## src/rtl/uart_rx_fifo.sv

```systemverilog
// uart_rx_fifo: first-word-fall-through receive FIFO for a UART receiver.
// Each entry holds one character plus its framing/parity error flag. The flag
// travels with the character so the consumer sees the error on the same word.
// A sticky overflow flag records characters dropped while the FIFO was full.
module uart_rx_fifo #(
  parameter int DATA_WIDTH      = 8,
  parameter int CHARACTER_COUNT = 16,
  parameter int AFULL_LEVEL     = 12
) (
  input  logic                                 clk,
  input  logic                                 reset_n,
  input  logic                                 ena,
  input  logic [DATA_WIDTH-1:0]                rx_data_in,
  input  logic                                 rx_data_in_valid,
  input  logic                                 rx_err_in,
  output logic [DATA_WIDTH-1:0]                rx_data,
  output logic                                 rx_err,
  output logic                                 rx_valid,
  input  logic                                 rx_ready,
  output logic [$clog2(CHARACTER_COUNT+1)-1:0] count,
  output logic                                 empty,
  output logic                                 full,
  output logic                                 almost_full,
  output logic                                 overflow,
  input  logic                                 overflow_clr
);

  localparam int PW = $clog2(CHARACTER_COUNT);
  localparam int CW = $clog2(CHARACTER_COUNT + 1);
  localparam int EW = DATA_WIDTH + 1;

  localparam logic [PW-1:0] LAST_PTR   = PW'(CHARACTER_COUNT - 1);
  localparam logic [CW-1:0] FULL_COUNT = CW'(CHARACTER_COUNT);
  localparam logic [CW-1:0] AFULL_CNT  = CW'(AFULL_LEVEL);

  logic [EW-1:0] r_mem [CHARACTER_COUNT];
  logic [PW-1:0] r_wr_ptr;
  logic [PW-1:0] r_rd_ptr;
  logic [CW-1:0] r_count;
  logic          r_overflow;

  logic          w_empty;
  logic          w_full;
  logic          w_valid;
  logic          w_pop;
  logic          w_push;
  logic          w_drop;
  logic [EW-1:0] w_head;

  // Status flags come straight from the registered occupancy; a push is still
  // accepted when full as long as the head leaves in the same cycle.
  always_comb begin
    w_empty = (r_count == '0);
    w_full  = (r_count == FULL_COUNT);
    w_valid = ena && !w_empty;
    w_pop   = w_valid && rx_ready;
    w_push  = ena && rx_data_in_valid && (!w_full || w_pop);
    w_drop  = ena && rx_data_in_valid && w_full && !w_pop;
    w_head  = r_mem[r_rd_ptr];
  end

  // Storage array; cleared on reset so the head reads as zero while empty.
  always_ff @(posedge clk or negedge reset_n) begin
    if (!reset_n) begin
      for (int i = 0; i < CHARACTER_COUNT; i++) r_mem[i] <= '0;
    end else if (w_push) begin
      r_mem[r_wr_ptr] <= {rx_err_in, rx_data_in};
    end
  end

  // Write and read pointers, wrapping at the last entry (depth need not be a power of two).
  always_ff @(posedge clk or negedge reset_n) begin
    if (!reset_n) begin
      r_wr_ptr <= '0;
      r_rd_ptr <= '0;
    end else begin
      if (w_push) r_wr_ptr <= (r_wr_ptr == LAST_PTR) ? '0 : r_wr_ptr + PW'(1);
      if (w_pop)  r_rd_ptr <= (r_rd_ptr == LAST_PTR) ? '0 : r_rd_ptr + PW'(1);
    end
  end

  // Occupancy: moves only when exactly one of push/pop happens.
  always_ff @(posedge clk or negedge reset_n) begin
    if (!reset_n) begin
      r_count <= '0;
    end else if (w_push && !w_pop) begin
      r_count <= r_count + CW'(1);
    end else if (w_pop && !w_push) begin
      r_count <= r_count - CW'(1);
    end
  end

  // Sticky overflow: a drop in the same cycle as a clear keeps the flag set.
  always_ff @(posedge clk or negedge reset_n) begin
    if (!reset_n) begin
      r_overflow <= 1'b0;
    end else if (w_drop) begin
      r_overflow <= 1'b1;
    end else if (overflow_clr) begin
      r_overflow <= 1'b0;
    end
  end

  assign rx_data     = w_head[DATA_WIDTH-1:0];
  assign rx_err      = w_head[DATA_WIDTH];
  assign rx_valid    = w_valid;
  assign count       = r_count;
  assign empty       = w_empty;
  assign full        = w_full;
  assign almost_full = (r_count >= AFULL_CNT);
  assign overflow    = r_overflow;

endmodule

```

## config.mk

```make
export PLATFORM = sky130hd
export DESIGN_NAME = uart_rx_fifo
export DESIGN_NICKNAME = d
export VERILOG_FILES = /design/src/rtl/uart_rx_fifo.sv
export SDC_FILE = /design/constraint.sdc
export NUM_CORES = 1
export LEC_CHECK = 0
export CAP_MARGIN = 10
export CORE_MARGIN = 8
export CORE_UTILIZATION = 61
export DETAILED_ROUTE_END_ITERATION = 10
export PLACE_DENSITY = 0.8
export SYNTH_ARGS = -nofsm -noshare
export SYNTH_HDL_FRONTEND = slang
export SYNTH_SLANG_ARGS = --single-unit
```

## constraint.sdc

```tcl
create_clock -name clk -period 5.32 [get_ports clk]
set_input_delay 1.064 -clock clk [delete_from_list [all_inputs] [get_ports clk]]
set_output_delay 1.064 -clock clk [all_outputs]
set_load 0.01 [all_outputs]
```

==> results.txt, run 1 <==
- The flow ran to the end, and the final reports show no timing, DRC or antenna violations.
- When the netlist entered floorplanning its net count stood at 547.
- Setup repair after global routing left no endpoint under its margin.
* Total negative slack for setup checks: 0 ns
- The via count of the first global-routing pass was 4826.
* Most used standard cells in the synthesized netlist: 158 x sky130_fd_sc_hd__dfrtp_1, 143 x sky130_fd_sc_hd__mux2_2, 27 x sky130_fd_sc_hd__mux4_2, 20 x sky130_fd_sc_hd__inv_1, 18 x sky130_fd_sc_hd__mux2_4
- STA puts the critical path data required time at 4.26 ns.
- The sequential cells in the finished layout cover a total of 3956 um^2.
- In this run, post-CTS hold repair placed 0 buffers.
* Worst R2R Path Depth: 11
* Critical path class: flop to output port
- Max-cap check violation count: 0
- Peak Freq: 233.1 MHz
- Die Span X: 128.3 um
- In the finished design, the share of the clock period the worst path needs comes to 0.8063.
- The area growth from synthesis to layout is 13.96%.
* Startpoint of the most critical register-to-register path: count[1]$_DFFE_PN0P_
- Via density per instance: 6.053
- Antenna Violating Nets Remaining: 0
* Endpoints failing setup: 0
- Boundary pin count: 34
- Inserted Clock Buffers: 17
- The largest total area in the synthesized netlist belongs to sky130_fd_sc_hd__dfrtp_1.
* Kind of launch point of the worst setup path: flop
- Of the post-synthesis cell area, the dominant cell type holds 0.5143.
- After detailed placement, the design holds a cell count of 702.
- Die area: 16450 um^2
* Total inserted antenna cells: 0
- Largest net degree at the start of global routing: 120
- Of all nets on the critical path, the largest fanout is 23.
* Cell depth of the worst min-delay path: 1
- Share of flip-flops with an asynchronous set or reset: 1.000
- Drt total wl: 16400 um
* Number of distinct library cells after synthesis: 40
* Global placement routability congestion: 0.8081
- Power spread over the standard cell area amounts to 622.3 nW/um^2.
* Layout Skew: 0.005595 ns
* Die height: 128.3 um
- Clock Sink Count: 158
* Number of nets in the finished design: 575
- Cells after synthesis: 521
- Counting flops and latches in the post-synthesis netlist gives 158.
- Excluding fillers, the count of instances in the completed layout stands at 732.
* Worst R2R Setup Slack: 2.39 ns
- Number of optimization iterations in the first detailed-route pass: 4
* Final Hold Fails: 0
- Site Rows: 41
* Gr usage total: 0.2197
- Arrival time of the worst setup path: 3.23 ns
- Global-route wire length before repair: 27450 um
- After detailed routing, the average wire length per cell comes to 22.41 um.
* Maximum buffer depth of the clock tree: 2
- The initial antenna violation count was 0.
* Number of enable-type register cells in the synthesized netlist: 0
- Each instance of the synthesized netlist takes up on average 14.76 um^2.
- After clock tree synthesis, the clock-pin slew on the worst setup and hold paths is 0.06 ns.
* Worst setup EP type: output port
* Area of the multi-input gates: 3500 um^2
- Class of the tightest hold or removal check: flop to flop
- At the later pin of the worst-skew pair, clock insertion delay measures 0.43 ns.
- The startpoint identified for the worst hold timing path is r_mem[16]$_DFFE_PN0P_.
* HPWL after detailed placement: 10980 um
- The path with the worst hold slack has its endpoint at r_mem[16]$_DFFE_PN0P_.
* Static Leak: 3.829 nW
* Tmin final: 4.289 ns
* Number of DRC violations after detailed routing: 0
- Share of cells above drive strength 1: 0.4429
* Post-synth top flop: sky130_fd_sc_hd__dfrtp_1
* Reg2Reg Capture Point: count[4]$_DFFE_PN0P_
- Cell types occupying the most area after synthesis: sky130_fd_sc_hd__dfrtp_1 51%, sky130_fd_sc_hd__mux2_2 21%, sky130_fd_sc_hd__mux4_2 7.9%, sky130_fd_sc_hd__mux2_4 3.5%, sky130_fd_sc_hd__ha_1 1.6%
- Worst-case headroom to the max-slew limit: 0.2847
- Among all cell types in the netlist, the one instantiated most often is sky130_fd_sc_hd__dfrtp_1.
- The number of gates resized after CTS was 0.
- TritonCTS built the clock tree.
- Fin. max-slew vios: 0
* Seq/Total Area, Yosys: 0.5143
* H-tree levels: 4
- The mapped netlist covers 7687 um^2.
* Max IR drop VDD: 0.3565 mV
* Power, Total: 5.452 mW
* Number of warnings issued by yosys: 0
- Actual slew at the worst max-slew pin: 1.073 ns
* PortBufs: 33
* Total vias in the final route: 4431
* Remaining Overflow, GRT: 0
- Initial standard-cell utilization of the core: 0.6167
- Fill cells in the final layout number 828.
- Clock tree synthesis selected as its root buffer the cell sky130_fd_sc_hd__clkbuf_16.
* Postcts setup bufs: 0
- Iteration-0 DRC Markers: 266
- Core area: 12470 um^2
## placed cells by master, fill, tap and decap left out, types with 3 or more instances in the layout
cell type / count
sky130_fd_sc_hd__a21oi_1: 4
sky130_fd_sc_hd__a221o_1: 9
sky130_fd_sc_hd__buf_4: 4
sky130_fd_sc_hd__bufinv_16: 5
sky130_fd_sc_hd__clkbuf_16: 17
sky130_fd_sc_hd__clkbuf_8: 3
sky130_fd_sc_hd__clkdlybuf4s50_1: 32
sky130_fd_sc_hd__dfrtp_1: 156
sky130_fd_sc_hd__ha_1: 10
sky130_fd_sc_hd__inv_1: 20
sky130_fd_sc_hd__mux2_2: 143
sky130_fd_sc_hd__mux2_4: 18
sky130_fd_sc_hd__mux4_2: 27
sky130_fd_sc_hd__nand2_1: 15
sky130_fd_sc_hd__nand2_4: 3
sky130_fd_sc_hd__nand3_1: 3
sky130_fd_sc_hd__nand3b_1: 4
sky130_fd_sc_hd__nor2_1: 4
sky130_fd_sc_hd__nor2_2: 10
sky130_fd_sc_hd__nor2b_1: 10
sky130_fd_sc_hd__nor4_4: 4
sky130_fd_sc_hd__o21ai_0: 13
sky130_fd_sc_hd__o21ai_1: 5
sky130_fd_sc_hd__o221ai_1: 9
sky130_fd_sc_hd__xnor2_1: 5
## critical path: stages, from the launching register on
cell,delay [ns]
sky130_fd_sc_hd__dfrtp_2,0.82
sky130_fd_sc_hd__buf_4,0.37
sky130_fd_sc_hd__mux4_2,0.55
sky130_fd_sc_hd__inv_1,0.08
sky130_fd_sc_hd__o21ai_1,0.06
sky130_fd_sc_hd__a221o_1,0.40
sky130_fd_sc_hd__clkdlybuf4s50_1,0.50
## state kept, by name, summed over array words and instances (netlist names)
name	flops
r_mem	144
count	5
r_rd_ptr	4
r_wr_ptr	4
overflow	1
## per-layer routing
metal / vias to the layer above / part of all wire / global-route usage / wire length, um
met2: 102 / 0.49 / 0.3420 / 7994
met3: 23 / 0.039 / 0.04742 / 633
met4: 0 / 0.016 / 0.07832 / 261
met1: 2340 / 0.46 / 0.2979 / 7514
met5: - / 0 / 0 / 0
li1: 1966 / - / - / -
## where the power goes
part	switching, mW	internal (mW)
Combinational	0.765	1.16
Clock	0.471	0.867
Sequential	0.471	1.72
Total	1.71	3.74
## kinds of logic (layout without fill, tap and decap cells)
family | count (synthesis) | count (layout) | share of synthesized area
fa+ha+maj | 11 | 11 | 0.01888
flops | 158 | 158 | 0.5143
xor+xnor | 6 | 6 | 0.006836
compound gates | 45 | 45 | 0.04134
simple gates | 62 | 62 | 0.06022
mux | 191 | 191 | 0.3280
buf+inv | 48 | 87 | 0.03044
## stage by stage
step / worst slack, ns / utilization / hold slack, ns / area, um^2
floorplan: 2.420 / - / 0.4533 / 7687
CTS: 0.9948 / 0.7028 / 0.5059 / 8761
global placement: 1.498 / 0.6504 / 0.4637 / 8108
finish: 1.031 / 0.7028 / 0.5010 / 8761
global route: 0.8858 / 0.7028 / 0.5205 / 8761
detailed placement: 1.463 / 0.6504 / 0.4796 / 8108
## worst max path at each step
stage	startpoint	endpoint	slack, ns	cells past startpoint
2_1_floorplan	rx_ready	count[4]$_DFFE_PN0P_	2.42	10
3_3_place_gp	r_rd_ptr[0]$_DFFE_PN0P_	rx_data[2]	1.50	6
3_5_place_dp	r_rd_ptr[0]$_DFFE_PN0P_	rx_data[6]	1.46	6
4_1_cts	r_rd_ptr[0]$_DFFE_PN0P_	rx_data[2]	0.99	6
5_1_grt	r_rd_ptr[0]$_DFFE_PN0P_	rx_data[2]	0.89	6
6_report	r_rd_ptr[0]$_DFFE_PN0P_	rx_data[6]	1.03	6
## final cells by class
type                       count  share of cell area
sequential                   158              0.4516
multi-input combinational    315              0.3995
clock buffer                  21             0.05370
timing repair buffer          37             0.04127
tap                          172             0.02456
clock inverter                 9             0.02085
inverter                      20            0.008569
Note: power is estimated with default switching activity, not from simulation.
==> run 2, diff against run 1 <==
Clock period 5.32 ns to 4.45 ns, I/O delays scaled along.
==> results.txt, run 2 (synthesis results as in run 1) <==
* Drt total wl: 16230 um (was 16400 um)
- The headroom to the max-slew limit came to 0.3522 (was 0.2847).
- GR met2 Demand/Resource: 0.3343 (was 0.3420)
- Kind of launch point of the worst setup path: flop (unchanged)
- The overall routing resource usage is 0.2177 (was 0.2197).
- The number of inserted filler cells in the final layout came to 828 (unchanged).
- Commonest cells after routing, fill and taps aside: 156 x sky130_fd_sc_hd__dfrtp_1, 143 x sky130_fd_sc_hd__mux2_2, 32 x sky130_fd_sc_hd__clkdlybuf4s50_1 (unchanged)
- The die outline area is 16450 um^2 (unchanged).
* Die Span X: 128.3 um (unchanged)
* Tmin final: 4.078 ns
* HPWL after detailed placement: 10760 um (was 10980 um)
* Worst setup EP type: output port (unchanged)
* Worst Hold Path EP: r_mem[141]$_DFFE_PN0P_ (was r_mem[16]$_DFFE_PN0P_)
- The number of setup buffers added after CTS was 0 (unchanged).
* Remaining Overflow, GRT: 0 (unchanged)
- Worst R2R Setup Slack: 1.53 ns (was 2.39 ns)
* Critical path class: flop to output port (unchanged)
- The worst clock skew is 0.01051 ns (was 0.005595 ns).
- Run status: complete, no violations (unchanged).
- The CTS sink count was 158 (unchanged).
* Cell depth of the worst min-delay path: 1 (unchanged)
* Register with the most flip-flops: r_mem (unchanged)
- The maximum number of pins on one net before global-route repair came to 91 (was 120).
- The via count of the routed design is 4452 (was 4431).
- The leakage power of the design was 3.842 nW (was 3.829 nW).
* Initial antenna violation count: 0 (unchanged)
- CTS Root Buffer Type: sky130_fd_sc_hd__clkbuf_16 (unchanged)
* Fin. max-slew vios: 0 (unchanged)
- For this run, the top clock speed supported by timing is 245.2 MHz.
* Share of cells above drive strength 1: 0.4505 (was 0.4429)
- Power density relative to cell area: 737.1 nW/um^2 (was 622.3 nW/um^2)
* Met1 Track Usage GR: 0.2925 (was 0.2979)
- Number of optimization iterations in the first detailed-route pass: 4 (unchanged)
- GR Util met3: 0.05283 (was 0.04742)
* Biggest fanout along the worst timing path: 22 (was 23)
- The total I/O pin count was 34 (unchanged).
- Maximum buffer depth of the clock tree: 2 (unchanged)
- Global-route layer with the greatest usage: met2 (unchanged)
- The number of cells in the design after placement is 706 (was 702).
- Max stage delay on crit path: 0.77 ns (was 0.82 ns)
* H-tree levels: 4 (unchanged)
- Site Rows: 41 (unchanged)
- Clock-pin transition on the worst setup and hold timing paths: 0.06 ns (about the same)
- Ordered cell list for the critical path: buf_4 > mux4_2 > inv_1 > o21ai_1 > a221o_1 > clkdlybuf4s50_1 (unchanged)
- Start point of the worst min-delay path: r_mem[141]$_DFFE_PN0P_ (was r_mem[16]$_DFFE_PN0P_)
* Worst R2R Path Depth: 11 (unchanged)
- The average vias per placed instance was 6.033 (was 6.053).
- Antenna Violating Nets Remaining: 0 (unchanged)
* Actual slew at the worst max-slew pin: 0.9644 ns (was 1.073 ns)
- The layout net count was 579 (was 575).
- PortBufs: 33 (unchanged)
* Post-route core utilization: 0.7053 (was 0.7028)
- Max reg flops: 144 (unchanged)
- Initial standard-cell utilization of the core: 0.6167 (unchanged)
- The most frequent standard cell in the layout excluding fill and tap cells is sky130_fd_sc_hd__dfrtp_1 (unchanged).
- The final hold slack is 0.4958 ns (was 0.5010 ns).
- Routed WL per cell: 21.99 um (was 22.41 um)
- Slowest CP cell: sky130_fd_sc_hd__dfrtp_2 (unchanged)
- The number of buffers created by CTS came to 17 (unchanged).
- Final Hold Fails: 0 (unchanged)
- Global placement routability congestion: 0.8189 (was 0.8081)
- Max-cap check violation count: 0 (unchanged)
* Core area: 12470 um^2 (unchanged)
- The global-route wire length before repair was 27180 um (was 27450 um).
- Class of the tightest hold or removal check: flop to flop (unchanged)
- The violation count after the first detailed-route iteration is 305 (was 266).
- The TritonCTS clock tree is done (unchanged).
- Total negative slack for setup checks: 0 ns (unchanged)
* Unrepaired setup endpoints after global routing: no (unchanged)
- Reg2Reg Capture Point: count[4]$_DFFE_PN0P_ (unchanged)
- The via count of the first global-routing pass was 4885 (was 4826).
* Number of DRC violations after detailed routing: 0 (unchanged)
- The number of antenna diodes is 0 (unchanged).
- The area growth from synthesis to layout was 14.37% (was 13.96%).
* Hold bufs inserted after CTS: 0 (unchanged)
- Max IR drop VDD: 0.4876 mV (was 0.3565 mV)
- The data required time at the worst endpoint is 3.56 ns (was 4.26 ns).
- The arrival time at the worst endpoint was 3.19 ns (was 3.23 ns).
* Count of placed standard cells in the final layout, fillers left out: 738 (was 732)
- The multi-input combinational cell area came to 3500 um^2 (unchanged).
* Period utilization: 0.9164
- Endpoints failing setup: 0 (unchanged)
* Count of instances resized after the clock tree is built: 0 (unchanged)
- The clock network latency to the later pin of the worst-skew pair came to 0.44 ns (was 0.43 ns).
- The vertical die dimension is 128.3 um (unchanged).
- The total area of sequential cells is 3956 um^2 (unchanged).
- The source of the worst register-to-register timing path was count[1]$_DFFE_PN0P_ (unchanged).
## run 2: where the power goes
group | total (mW) | switching, mW | internal [mW]
Sequential | 2.57 | 0.513 | 2.05
Clock | 1.60 | 0.590 | 1.01
Combinational | 2.31 | 0.919 | 1.40
Total | 6.48 | 2.02 | 4.46
## run 2: worst max path at each step
stage                             from              endpoint  depth (start not counted)
6_report       r_rd_ptr[0]$_DFFE_PN0P_            rx_data[2]                          6
5_1_grt        r_rd_ptr[0]$_DFFE_PN0P_            rx_data[2]                          6
4_1_cts        r_rd_ptr[0]$_DFFE_PN0P_            rx_data[2]                          6
3_5_place_dp   r_rd_ptr[0]$_DFFE_PN0P_            rx_data[2]                          6
3_3_place_gp   r_rd_ptr[0]$_DFFE_PN0P_            rx_data[2]                          6
2_1_floorplan                 rx_ready  count[4]$_DFFE_PN0P_                         10
## run 2: worst max-delay path, delay by kind of cell (launching register included)
kind | cells | cell delay, ns
buffers and inverters | 3 | 0.97
DFF | 1 | 0.77
muxes | 1 | 0.54
AOI/OAI and AO/OA | 2 | 0.46
## run 2: layout make-up
class / count / share of cell area
inverter: 20 / 0.008538
clock buffer: 18 / 0.04995
sequential: 158 / 0.4500
clock inverter: 14 / 0.02448
timing repair buffer: 41 / 0.04454
multi-input combinational: 315 / 0.3980
tap: 172 / 0.02448
## run 2: stage by stage
step                      total power, mW  cell area [um^2]  setup WS (ns)
after floorplan                     4.153              7687          1.724
after global placement              4.789              8138         0.8132
after detailed placement            4.902              8138         0.8011
after CTS                           6.519              8792         0.3222
after global routing                6.829              8792         0.1996
final                               6.481              8792         0.3720
## run 2: metal layers
metal,vias to the layer above,routed length (um)
met5,-,0
met4,0,298
met3,30,945
met2,109,7986
met1,2340,6997
li1,1973,-
==> run 3, diff against run 2 <==
Settings changed: SETUP_SLACK_MARGIN set to 0.3.
==> results.txt, run 3 (synthesis results as in run 1) <==
* Run status: complete, no violations (unchanged)
- Area growth from synthesis to final layout: 14.40% (was 14.37%)
- The count of TritonRoute iterations in the first routing pass came to 5 (was 4).
* Worst-case headroom to the max-slew limit: 0.3506 (was 0.3522)
- Die Span X: 128.3 um (unchanged)
- The placed instance area is 8138 um^2 (unchanged).
* HPWL after detailed placement: 10760 um (unchanged)
* Register with the most flip-flops: r_mem (unchanged)
- Clock latency on the worst-skew pair: 0.43 ns (was 0.44 ns)
- Total vias in the final route: 4500 (was 4452)
- Critical path class: flop to output port (unchanged)
- Worst Slack Setup Final: 0.4760 ns (was 0.3720 ns)
* Boundary pin count: 34 (unchanged)
* Sequential power share: 0.396 (about the same)
* Die area: 16450 um^2 (unchanged)
- The top achievable clock speed was 251.6 MHz (was 245.2 MHz).
- Seq. cell area: 3959 um^2 (was 3956 um^2)
- Unrepaired setup endpoints after global routing: no (unchanged).
- Number of nets in the finished design: 579 (unchanged)
* Biggest fanout along the worst timing path: 26 (was 22)
* Max IR drop VDD: 0.4883 mV (was 0.4876 mV)
- Commonest cells after routing, fill and taps aside: 156 x sky130_fd_sc_hd__dfrtp_1, 143 x sky130_fd_sc_hd__mux2_2, 32 x sky130_fd_sc_hd__clkdlybuf4s50_1 (unchanged)
- The switching power total was 2.023 mW (about the same).
* Internal: 4.461 mW (was 4.458 mW)
- Slowest CP cell: sky130_fd_sc_hd__dfrtp_2 (unchanged)
- The CTS sink count was 158 (unchanged).
* Routed WL per cell: 22.02 um (was 21.99 um)
* Inserted Clock Buffers: 17 (unchanged)
- Final Hold Fails: 0 (unchanged)
- Maximum buffer depth of the clock tree: 2 (unchanged)
- # fillers: 827 (was 828)
- Actual slew at the worst max-slew pin: 0.9669 ns (was 0.9644 ns)
* Tmin final: 3.974 ns (was 4.078 ns)
- Remaining Overflow, GRT: 0 (unchanged)
* Endpoints failing setup: 0 (unchanged)
- Period utilization: 0.8930 (was 0.9164)
- The power density of the placed cells was 737.2 nW/um^2 (was 737.1 nW/um^2).
- The arrival time at the worst endpoint was 3.08 ns (was 3.19 ns).
- The data required time at the worst endpoint came to 3.56 ns (about the same).
* Area of the multi-input gates: 3500 um^2 (unchanged)
- The worst-case setup slack after placement came to 0.8011 ns (unchanged).
- The share of power burned in the clock network was 0.246 (was 0.247).
- Total inserted antenna cells: 0 (unchanged)
- Drt total wl: 16250 um (was 16230 um)
- The TritonCTS clock tree was done (unchanged).
- The overall routing resource usage was 0.2177 (unchanged).
* Part of the total power dissipated in combinational logic: 0.357 (about the same)
- The remaining design rule violation count is 0 (unchanged).
- Via density per instance: 6.098 (was 6.033)
- The number of slew-limit violations in the final report is 0 (unchanged).
* Vias in the first global route: 4885 (unchanged)
- The initial antenna violation count is 0 (unchanged).
- Layout Skew: 0.01014 ns (was 0.01051 ns)
- Net switching fraction of the power: 0.3120 (was 0.3121)
* Total negative slack for setup checks: 0 ns (unchanged)
* CTS Root Buffer Type: sky130_fd_sc_hd__clkbuf_16 (unchanged)
* Largest net degree at the start of global routing: 91 (unchanged)
* H-tree levels: 4 (unchanged)
- The maximum cell stage delay along the critical path came to 0.78 ns (was 0.77 ns).
- Core area: 12470 um^2 (unchanged)
* Ordered cell list for the critical path: buf_4 > mux4_2 > inv_1 > o21ai_1 > a221o_1 > clkdlybuf4s50_1 (unchanged)
- Static Leak: 3.842 nW (about the same)
* Site Rows: 41 (unchanged)
- The number of hold buffers added after cts came to 0 (unchanged).
* Clock-pin transition on the worst setup and hold timing paths: 0.06 ns (about the same)
* Class of the tightest hold or removal check: flop to flop (unchanged)
* Global-route wire length before repair: 27180 um (unchanged)
* Final design instance area without fill: 8795 um^2 (was 8792 um^2)
* Kind of launch point of the worst setup path: flop (unchanged)
* Max-cap check violation count: 0 (unchanged)
* PortBufs: 33 (unchanged)
- The number of setup buffers added after CTS is 0 (unchanged).
* Max reg flops: 144 (unchanged)
- Share of cells above drive strength 1: 0.4505 (unchanged)
- The kind of end point of the critical path is an output port (unchanged).
- Die height: 128.3 um (unchanged)
* Antenna Violating Nets Remaining: 0 (unchanged)
* Most common cell after layout, fill and taps aside: sky130_fd_sc_hd__dfrtp_1 (unchanged)
- The final RePlAce weighted congestion is 0.8189 (unchanged).
- Iteration-0 DRC Markers: 323 (was 305)
- The starting density of the core was 0.6167 (unchanged).
-- run 3: routing by layer --
layer	vias to the layer above	share of wire	track usage
met5	-	0	0
met4	0	0.021	0.08531
met3	33	0.045	0.05283
met2	119	0.49	0.3343
met1	2372	0.44	0.2925
li1	1976	-	-
-- run 3: area by class of cell --
type / instances / area share
clock buffer: 18 / 0.04994
clock inverter: 14 / 0.02447
inverter: 20 / 0.008536
multi-input combinational: 315 / 0.3979
sequential: 158 / 0.4501
tap: 172 / 0.02447
timing repair buffer: 41 / 0.04453
-- run 3: what timing repair did --
item                                    4_1_cts  5_1_grt
endpoints found under the setup margin        0        7
endpoints found under the hold margin         0        0
gates resized for setup                       0        1
-- run 3: final timing paths --
| kind | start | to | slack, ns | cells past startpoint |
|---|---|---|---|---|
| max | r_rd_ptr[1]$_DFFE_PN0P_ | rx_data[2] | 0.48 | 6 |
| max reg2reg | count[1]$_DFFE_PN0P_ | count[4]$_DFFE_PN0P_ | 1.53 | 11 |
| min | r_mem[141]$_DFFE_PN0P_ | r_mem[141]$_DFFE_PN0P_ | 0.50 | 1 |
| max in group asynchronous | reset_n | r_mem[92]$_DFFE_PN0P_ | 2.91 | 2 |
| min in group asynchronous | reset_n | r_mem[22]$_DFFE_PN0P_ | 0.51 | 1 |
| min reg2reg | r_mem[141]$_DFFE_PN0P_ | r_mem[141]$_DFFE_PN0P_ | 0.50 | 1 |
-- run 3: power groups by stage --
stage | sequential, mW | clock (mW) | combinational (mW)
finish | 2.57 | 1.60 | 2.32
global route | 2.66 | 1.68 | 2.49
CTS | 2.56 | 1.62 | 2.34
detailed placement | 2.58 | 0 | 2.32
global placement | 2.54 | 0 | 2.25
floorplan | 2.32 | 0 | 1.83
-- run 3: stage by stage --
step | hold slack, ns | cells | util | power, mW
after detailed placement | 0.4820 | 706 | 0.6528 | 4.902
after CTS | 0.4959 | 738 | 0.7053 | 6.519
final | 0.4980 | 738 | 0.7055 | 6.483
after global routing | 0.5104 | 738 | 0.7055 | 6.832
after global placement | 0.4617 | 706 | 0.6528 | 4.789
after floorplan | 0.4533 | 521 | - | 4.153
-- run 3: critical path, delay by kind of cell, from the launching register on --
family	cells	cell delay, ns
AOI/OAI and AO/OA	2	0.46
buffers and inverters	3	1.02
muxes	1	0.36
DFF	1	0.78
